## src/rtl/mips_pkg.sv

```systemverilog
`default_nettype none
// ============================================================================
//  Module     : mips_pkg
//  Description: Shared constants and types for the MIPS write-back slice.
//               This file holds the load-type codes, the zero-register
//               address and the MEM/WB pipeline-register layout.
//  Revision   : 1.0 - initial release
// ============================================================================
package mips_pkg;

  localparam int WORD_W = 32;

  // These load-type codes are plain constants rather than an enum. The
  // 3-bit field can carry codes that are not defined here, and those codes
  // must decode as WORD.
  localparam logic [2:0] LT_WORD  = 3'd0;
  localparam logic [2:0] LT_BYTE  = 3'd1;
  localparam logic [2:0] LT_BYTEU = 3'd2;
  localparam logic [2:0] LT_HALF  = 3'd3;
  localparam logic [2:0] LT_HALFU = 3'd4;

  localparam logic [4:0] REG_ZERO = 5'd0;

  typedef struct packed {
    logic              valid;
    logic              reg_write;
    logic              mem_to_reg;
    logic [2:0]        load_type;
    logic [4:0]        rd;
    logic [WORD_W-1:0] alu_result;
    logic [WORD_W-1:0] rdata;
  } memwb_t;

endpackage
`default_nettype wire

```

## src/rtl/load_align.sv

```systemverilog
`default_nettype none
// ============================================================================
//  Module     : load_align
//  Description: Big-endian load-data alignment. This block is purely
//               combinational. Byte offset 0 maps to bits [31:24].
//  Ports      : rdata     in  32  raw data-memory word
//               offset    in  2   effective-address low bits
//               load_type in  3   LT_* code
//               aligned   out 32  extended, aligned load result
//  Revision   : 1.0 - initial release
// ============================================================================
module load_align
  import mips_pkg::*;
(
  input  logic [WORD_W-1:0] rdata,
  input  logic [1:0]        offset,
  input  logic [2:0]        load_type,
  output logic [WORD_W-1:0] aligned
);

  logic [7:0]  byte_lane;
  logic [15:0] half_lane;

  always_comb begin
    byte_lane = 8'h00;
    case (offset)
      2'd0:    byte_lane = rdata[31:24];
      2'd1:    byte_lane = rdata[23:16];
      2'd2:    byte_lane = rdata[15:8];
      default: byte_lane = rdata[7:0];
    endcase
    // Halfword accesses use only offset[1]. Offset[0] has no effect on them.
    half_lane = offset[1] ? rdata[15:0] : rdata[31:16];
  end

  always_comb begin
    aligned = rdata;
    case (load_type)
      LT_BYTE:  aligned = {{24{byte_lane[7]}}, byte_lane};
      LT_BYTEU: aligned = {24'h000000, byte_lane};
      LT_HALF:  aligned = {{16{half_lane[15]}}, half_lane};
      LT_HALFU: aligned = {16'h0000, half_lane};
      default:  aligned = rdata;
    endcase
  end

endmodule
`default_nettype wire

```

## src/rtl/writeback_stage.sv

```systemverilog
`default_nettype none
// ============================================================================
//  Module     : writeback_stage
//  Description: MIPS WB stage. It contains the MEM/WB pipeline register,
//               the load alignment and the write-back mux. It also holds a
//               retired-instruction counter and an optional ID-stage bypass.
//               When no write is due, the register-file port is parked on
//               address 0 with data 0, so r0 stays at zero.
//  Config     : WB_BYPASS_EN - when defined, ID operands are forwarded from
//               the write in flight. When undefined, they pass straight
//               through from the register file.
//  Ports      : i_clk/i_reset         clock, asynchronous active-high reset
//               i_stall/i_flush       hold / invalidate the MEM/WB entry
//               i_mem_*               MEM-stage instruction fields
//               i_id_rs/rt, i_rf_src* ID-stage source addresses and RF data
//               o_wb_data/addr/en     register-file write port
//               o_id_src1/2           ID operands (optionally bypassed)
//               o_retired             retired-instruction count
//  Revision   : 1.0 - initial release
// ============================================================================
module writeback_stage
  import mips_pkg::*;
#(
  parameter int DATA_W = 32,
  parameter int CNT_W  = 32
) (
  input  logic              i_clk,
  input  logic              i_reset,
  input  logic              i_stall,
  input  logic              i_flush,
  input  logic              i_mem_valid,
  input  logic              i_mem_reg_write,
  input  logic              i_mem_to_reg,
  input  logic [2:0]        i_mem_load_type,
  input  logic [4:0]        i_mem_rd,
  input  logic [DATA_W-1:0] i_mem_alu_result,
  input  logic [DATA_W-1:0] i_mem_rdata,
  input  logic [4:0]        i_id_rs,
  input  logic [4:0]        i_id_rt,
  input  logic [DATA_W-1:0] i_rf_src1,
  input  logic [DATA_W-1:0] i_rf_src2,
  output logic [DATA_W-1:0] o_wb_data,
  output logic [4:0]        o_wb_addr,
  output logic              o_wb_en,
  output logic [DATA_W-1:0] o_id_src1,
  output logic [DATA_W-1:0] o_id_src2,
  output logic [CNT_W-1:0]  o_retired
);

  memwb_t            entry;
  logic [CNT_W-1:0]  retired;
  logic [DATA_W-1:0] aligned;
  logic              wb_en;

  // Flush has priority over stall. A stalled entry keeps every field, so the
  // same write is driven again each cycle.
  always_ff @(posedge i_clk or posedge i_reset) begin
    if (i_reset) begin
      entry   <= '0;
      retired <= '0;
    end else begin
      if (i_flush) begin
        entry.valid <= 1'b0;
      end else if (!i_stall) begin
        entry.valid      <= i_mem_valid;
        entry.reg_write  <= i_mem_reg_write;
        entry.mem_to_reg <= i_mem_to_reg;
        entry.load_type  <= i_mem_load_type;
        entry.rd         <= i_mem_rd;
        entry.alu_result <= i_mem_alu_result;
        entry.rdata      <= i_mem_rdata;
      end
      if (i_mem_valid && !i_stall && !i_flush) begin
        retired <= retired + CNT_W'(1);
      end
    end
  end

  load_align u_load_align (
    .rdata     (entry.rdata),
    .offset    (entry.alu_result[1:0]),
    .load_type (entry.load_type),
    .aligned   (aligned)
  );

  assign wb_en     = entry.valid & entry.reg_write & (entry.rd != REG_ZERO);
  assign o_wb_en   = wb_en;
  assign o_wb_addr = wb_en ? entry.rd : REG_ZERO;
  assign o_wb_data = !wb_en          ? '0 :
                     entry.mem_to_reg ? aligned : entry.alu_result;
  assign o_retired = retired;

`ifdef WB_BYPASS_EN
  // The register file writes and reads in the same cycle. This forwards the
  // write in flight to the ID stage. When the port is parked (wb_en=0),
  // nothing is forwarded.
  assign o_id_src1 = (wb_en && (i_id_rs == o_wb_addr)) ? o_wb_data : i_rf_src1;
  assign o_id_src2 = (wb_en && (i_id_rt == o_wb_addr)) ? o_wb_data : i_rf_src2;
`else
  assign o_id_src1 = i_rf_src1;
  assign o_id_src2 = i_rf_src2;
  // The address ports stay present without bypass but are not used.
  logic unused_id_addr;
  assign unused_id_addr = ^{i_id_rs, i_id_rt};
`endif

endmodule
`default_nettype wire

```

## config.mk

```make
export PLATFORM = sky130hd
export DESIGN_NAME = writeback_stage
export DESIGN_NICKNAME = d
export VERILOG_FILES = /design/src/rtl/mips_pkg.sv /design/src/rtl/load_align.sv /design/src/rtl/writeback_stage.sv
export SDC_FILE = /design/constraint.sdc
export NUM_CORES = 1
export LEC_CHECK = 0
export CORE_ASPECT_RATIO = 1.5
export CORE_MARGIN = 2
export CORE_UTILIZATION = 30
export CTS_BUF_LIST = sky130_fd_sc_hd__clkbuf_2
export CTS_CLUSTER_SIZE = 10
export DETAILED_ROUTE_END_ITERATION = 6
export REMOVE_ABC_BUFFERS = 1
export SYNTH_ARGS = -nofsm -noshare
export SYNTH_HDL_FRONTEND = slang
export SYNTH_SLANG_ARGS = --single-unit
```

## constraint.sdc

```tcl
create_clock -name i_clk -period 9.2 [get_ports i_clk]
set_input_delay 0.92 -clock i_clk [delete_from_list [all_inputs] [get_ports i_clk]]
set_output_delay 0.92 -clock i_clk [all_outputs]
set_load 0.01 [all_outputs]
```

==> results of run 1 <==
-- power groups by stage --
stage	clock network (µW)	logic, µW	registers [µW]
final	202	299	594
after floorplan	0	170	590
after global placement	0	294	599
after global routing	236	326	606
after CTS	220	302	595
after detailed placement	0	300	603
-- per-stage QoR --
| stage | instances | total power (µW) | cell area [µm²] |
|---|---|---|---|
| 2_1_floorplan | 457 | 759.9 | 5318 |
| 3_3_place_gp | 868 | 892.9 | 7189 |
| 3_5_place_dp | 868 | 903.9 | 7189 |
| 4_1_cts | 884 | 1118 | 7286 |
| 5_1_grt | 885 | 1169 | 7288 |
| 6_report | 886 | 1096 | 7291 |
-- cells in the mapped netlist (2+ instances only) --
cell	count
dfrtp_1	107
mux2_2	80
buf_4	64
nand2_1	45
a21oi_1	24
clkbuf_1	24
xnor2_1	23
nand3_1	22
a221oi_1	17
o21ai_0	12
a31oi_1	10
and3_1	10
nor2_1	10
nor2b_1	10
xor2_1	10
mux2i_1	9
nand4_1	8
o211ai_1	8
a41oi_1	7
o22ai_1	7
inv_1	6
buf_2	5
nor3_1	4
nor4_1	3
and4_1	2
clkinv_1	2
nand2b_1	2
nor4_2	2
or3_1	2
or4_1	2
-- per-layer routing --
layer / routed length, µm / track usage, % / up-vias / part of all wire [%]
li1: - / - / 2074 / -
met1: 7325 / 20.50 / 2256 / 35
met2: 9195 / 29.45 / 286 / 43
met3: 4247 / 18.70 / 27 / 20
met4: 262 / 4.663 / 10 / 1.2
met5: 166 / 5.288 / - / 0.78
-- layout by cell type, fill, tap and decap left out, drive strengths merged, types with 2 or more instances in the layout --
master,Yosys,routed
clkdlybuf4s50,0,148
dfrtp,107,107
mux2,80,80
nand2,45,45
a21oi,25,25
xnor2,23,23
nand3,22,22
a221oi,17,17
o21ai,12,12
and3,10,10
nor2b,10,10
a31oi,10,10
nor2,10,10
xor2,10,10
mux2i,9,9
clkbuf,24,9
nand4,9,9
o211ai,9,9
inv,6,8
o22ai,7,7
a41oi,7,7
buf,70,7
clkinv,2,7
nor4,5,5
nor3,4,4
or4,3,3
diode,0,2
and4,2,2
or3,2,2
nand2b,2,2
-- worst register-to-register path, delay by kind of cell, from the launching register on --
kind          cells  cell delay, ns
xor+xnor          1            0.21
flops             1            0.51
fa+ha+maj         1            0.24
simple gates      3            1.45
-- cells by family after synthesis --
group | after synthesis
fa+ha+maj | 1
buf+inv | 102
mux | 90
xor+xnor | 33
simple gates | 128
flops | 107
compound gates | 90
-- worst max-delay path by stage --
stage / cells after the start / slack (ns) / to
after floorplan: 3 / 4.21 / o_retired[1]$_DFFE_PP0P_
after CTS: 6 / 4.71 / o_wb_data[23]
after detailed placement: 6 / 5.48 / o_wb_data[23]
after global routing: 6 / 4.55 / o_wb_data[23]
final: 6 / 4.75 / o_wb_data[31]
after global placement: 6 / 5.55 / o_wb_data[23]
-- sequential cells by signal (all words and copies together), names as in the netlist --
name,cells
o_retired,32
entry,75
-- cell type report --
cell class	instances	area share, %
diodes	2	0.06865
clock buffers	9	0.6178
clock inverters	7	0.7036
inverters	8	0.4462
multi-input cells	342	36.00
flip-flops and latches	107	36.73
well taps	256	4.393
repair buffers	155	21.04
==> impl_metrics.yaml, run 1 <==
critical_path:
  regToRegSetupSlack_ns: 6.76
  cp-start-kind: "flop"
  arrival_ns: 3.53
  crit_path_start: "entry[33]$_DFFE_PP0P_"
  worstReg2RegEnd: "o_retired[22]$_DFFE_PP0P_"
  critical_path_peak_fanout: 21
  crit_path_top_delay_cell: "dfrtp_1"
  critPathRequiredTime_ns: 8.28
  max_stage_delay_ns: 1.08
  path_buf_inv: 2
  critical_path.top_delay_family: "flip-flops"
  crit_type: "flop to output pin"
  r2r_cells: 5
  critical_path.cell_chain: "mux2i_1 -> a31oi_1 -> o211ai_1 -> buf_4 -> a221oi_1 -> clkdlybuf4s50_1"
  r2r_start: "o_retired[0]$_DFFE_PP0P_"
  end_kind: "output pin"
sta:
  tns_ns: 0
  maxSlewViolCount: 0
  min_period_ns: 4.454
  finalHoldViolations: 0
  skew_ns: 0.01935
  max_freq_mhz: 224.5
  whs_ns: 0.5085
  setup_ws_ns: 4.746
  worst_pin_slew_ns: 1.302
  final.period_utilization_pct: 48.41
  slew_headroom_pct: 12.37
  setup_viol: 0
  grt_setup_unrepaired: "false"
synthesis:
  ys_warn_count: 0
  synth_cells: 551
  yosys.area.top_type: "dfrtp_1"
  synth_seq_cells: 107
  synth-adder-area-share_pct: 0.2115
  synthDominantCellAreaShare_pct: 45.25
  synth-xor-area-share_pct: 4.885
  synth.cell_area_um2: 5917
  syn_avg_cell_area_um2: 10.74
  seq_area_frac_synth_pct: 45.25
  synth_compound_area_share_pct: 10.23
  synth_top_family_by_area: "multiplexers"
  yosys.area_share.simple_pct: 11.65
  muxShareOfSynthArea_pct: 17.13
  ys.flop_type: "dfrtp_1"
  synth_cell_types: 44
  synthTopCellsByArea: "dfrtp_1 45%, mux2_2 15%, buf_4 8.1%"
  synth-edff-count: 0
  synthArstFlopShare_pct: 100.0
pwr:
  powerDensity_nw_per_um2: 150.4
  pwr-share-clk_pct: 18.5
  p_int_uw: 724.3
  ir_worst_vdd_v: 0.0001147
  swShare_pct: 33.93
  combPwrFrac_pct: 27.3
  p_leak_uw: 0.002837
  netSwitchingPower_uw: 371.9
  pwr-share-seq_pct: 54.2
job:
  cap_violations: 0
layout:
  post-route-util_pct: 37.90
  fin_nets: 777
  drive_above_1_share_pct: 17.99
  final.fill_count: 1961
  multi_input_area_um2: 2625
  syn_to_final_growth_pct: 23.22
  ff_latch_area_um2: 2678
routing:
  wl_per_cell_um: 23.92
  postRouteAntennaNets: 0
  first_iter_violations: 199
  drc: 0
  vias: 4653
  first_pass_iters: 4
  viasPerCell: 5.252
  wl_mm: 21.20
die:
  row_count: 62
  fp.dieH_um: 176
  io_pins: 287
  die_w_um: 118.7
  initial_core_util_pct: 30.76
  core-area_um2: 19240
  dieArea_um2: 20890
place:
  post-dp-hpwl_mm: 16.28
  gp_congestion: 0.8121
  port_buffers: 148
  dp_slack_ns: 5.481
grt:
  grt_use_total_pct: 20.06
  grt_max_degree: 78
  gr-total-overflow: 0
  antenna_found_initial: 4
  grt_first_pass_wirelength_mm: 31.06
  grt_pass1_vias: 4764
cts:
  cts_buffers: 9
  cts-root-buf: "clkbuf_2"
  post-cts-setup-buffers: 0
  cts_resized: 0
  cts_tree: "built"
  clk_pin_slew_ns: 0.29
  clkLatencyLatePin_ns: 0.59
  htree_levels: 3
  hold_buffers: 0
  cts_sinks: 107
  clockBufferDepth: 2
hold_path:
  hold_start: "o_retired[31]$_DFFE_PP0P_"
  hold_end: "o_retired[31]$_DFFE_PP0P_"
  hold_path.class: "flop to flop"
  holdPathStages: 1
outcome:
  status: "complete, no violations"
(Power assumes the default switching activity.)
==> run 2, diff against run 1 <==
==> constraint.sdc (replaced) <==
create_clock -name i_clk -period 3.9 [get_ports i_clk]
set_input_delay 0.39 -clock i_clk [delete_from_list [all_inputs] [get_ports i_clk]]
set_output_delay 0.39 -clock i_clk [all_outputs]
set_load 0.01 [all_outputs]
==> impl_metrics.yaml, run 2 (synthesis gave the netlist of run 1 again) <==
outcome:
  status: "complete, no violations"
routing:
  vias: 4662
  wl_per_cell_um: 23.69
  first_iter_violations: 179
  postRouteAntennaNets: 0
  first_pass_iters: 4
  wl_mm: 21.13
  drc: 0
  viasPerCell: 5.226
sta:
  setup_viol: 0
  maxSlewViolCount: 0
  grt_setup_unrepaired: "false"
  min_period_ns: 3.585
  max_freq_mhz: 279.0
  finalHoldViolations: 0
  skew_ns: 0.03183
  whs_ns: 0.2817
  final.period_utilization_pct: 91.92
  slew_headroom_pct: 32.06
  worst_pin_slew_ns: 1.019
critical_path:
  crit_type: "flop to output pin"
  r2r_cells: 4
  crit_path_start: "entry[32]$_DFFE_PP0P_"
  max_stage_delay_ns: 0.81
  regToRegSetupSlack_ns: 2.06
  critPathRequiredTime_ns: 3.51
  crit_path_top_delay_cell: "dfrtp_1"
  worstReg2RegEnd: "o_retired[26]$_DFFE_PP0P_"
  cp-start-kind: "flop"
  r2r_start: "o_retired[16]$_DFFE_PP0P_"
  critical_path.cell_chain: "mux4_2 -> and3_1 -> a21oi_1 -> o22ai_1 -> clkdlybuf4s50_1"
  end_kind: "output pin"
  critical_path_peak_fanout: 19
  arrival_ns: 3.19
cts:
  cts-root-buf: "clkbuf_2"
  cts_resized: 0
  cts_buffers: 9
  hold_buffers: 0
  post-cts-setup-buffers: 0
  clk_pin_slew_ns: 0.30
  clockBufferDepth: 2
  cts_sinks: 107
  cts_tree: "built"
  htree_levels: 3
  clkLatencyLatePin_ns: 0.62
hold_path:
  hold_path.class: "primary input to asynchronous set/reset pin"
layout:
  fin_nets: 782
  syn_to_final_growth_pct: 24.25
  regMostFlops: "entry"
  final_common_cell: "clkdlybuf4s50_1"
  multi_input_area_um2: 2625
  final_cells: 892
  ff_latch_area_um2: 2678
  fin_area_um2: 7352
  drive_above_1_share_pct: 18.64
  layout_common_cells: "148 x clkdlybuf4s50_1, 107 x dfrtp_1, 80 x mux2_2"
  largest_reg_flops: 75
  final.fill_count: 2000
die:
  dieArea_um2: 20890
  fp.dieH_um: 176
  io_pins: 287
  core-area_um2: 19240
  die_w_um: 118.7
  initial_core_util_pct: 30.76
  row_count: 62
grt:
  grt_pass1_vias: 4805
  gr-total-overflow: 0
  grt_first_pass_wirelength_mm: 31.60
  grt_use_total_pct: 20.36
  antenna_found_initial: 5
  grt_max_degree: 78
pwr:
  totalPowerFinal_uw: 2663
  powerDensity_nw_per_um2: 362.2
  combPwrFrac_pct: 26.7
  ir_worst_vdd_v: 0.0002489
  pwr-share-seq_pct: 52.5
  pwr-share-clk_pct: 20.8
  swShare_pct: 33.23
  netSwitchingPower_uw: 885.0
  p_int_uw: 1778
  p_leak_uw: 0.002873
place:
  post-dp-hpwl_mm: 16.50
  port_buffers: 148
  dpl.cell_count: 873
  gp_congestion: 0.7992
  dpl_cell_area_um2: 7227
job:
  cap_violations: 0
[run 2: cell count changes in the layout (fill, tap and decap cells not counted), sizes merged]
cell and delta:
clkinv -2, bufinv +1, diode +1, buf +5
inv +1
[run 2: metrics by stage]
stage	setup TNS (ns)	worst slack [ns]	util, %
6_report	0	0.3152	38.22
5_1_grt	0	0.07176	38.20
3_3_place_gp	0	1.071	37.57
4_1_cts	0	0.2291	38.18
2_1_floorplan	-21.64	-0.5610	-
3_5_place_dp	0	1.013	37.57
[run 2: worst max path at each step]
stage	to	slack [ns]	depth (start not counted)
final	o_wb_data[13]	0.32	5
after global routing	o_wb_data[13]	0.07	5
after CTS	o_wb_data[13]	0.23	5
after detailed placement	o_wb_data[13]	1.01	5
after global placement	o_wb_data[13]	1.07	5
after floorplan	o_retired[1]$_DFFE_PP0P_	-0.56	3
[run 2: power by group through the flow]
| stage | combinational (µW) | sequential, µW | clock, µW |
|---|---|---|---|
| floorplan | 401 | 1390 | 0 |
| global placement | 699 | 1410 | 0 |
| detailed placement | 714 | 1420 | 0 |
| CTS | 718 | 1400 | 582 |
| global route | 780 | 1430 | 626 |
| finish | 711 | 1400 | 553 |
[run 2: metal layers]
metal  part of all wire, %  global-route usage [%]  wire [µm]  up-vias
met5                  0.93                   6.731        197        -
met4                   1.0                   4.167        219       10
met3                    20                   18.80       4184       27
met2                    43                   30.00       9159      283
met1                    35                   20.94       7373     2269
li1                      -                       -          -     2073
[run 2: critical path, delay by kind of cell, from the launching register on]
family	cells	cell delay (ns)
AO/OA/AOI/OAI	2	0.31
buffers and inverters	1	0.51
flip-flops	1	0.81
multiplexers	1	0.59
AND/OR/NAND/NOR	1	0.33
[run 2: layout make-up]
type	count	area share (%)
repair buffers	160	21.38
multi-input cells	342	35.70
inverters	8	0.4425
clock inverters	7	0.9871
well taps	256	4.357
clock buffers	9	0.6127
flip-flops and latches	107	36.42
diodes	3	0.1021
==> run 3, diff against run 2 <==
--- a/config.mk
+++ b/config.mk
@@ -12,6 +12,7 @@
 export CTS_CLUSTER_SIZE = 10
 export DETAILED_ROUTE_END_ITERATION = 6
 export REMOVE_ABC_BUFFERS = 1
+export SKIP_CTS_REPAIR_TIMING = 1
 export SYNTH_ARGS = -nofsm -noshare
 export SYNTH_HDL_FRONTEND = slang
 export SYNTH_SLANG_ARGS = --single-unit
==> results of run 3 <==
No change in the layout: final DEF, timing and power equal those of run 2.
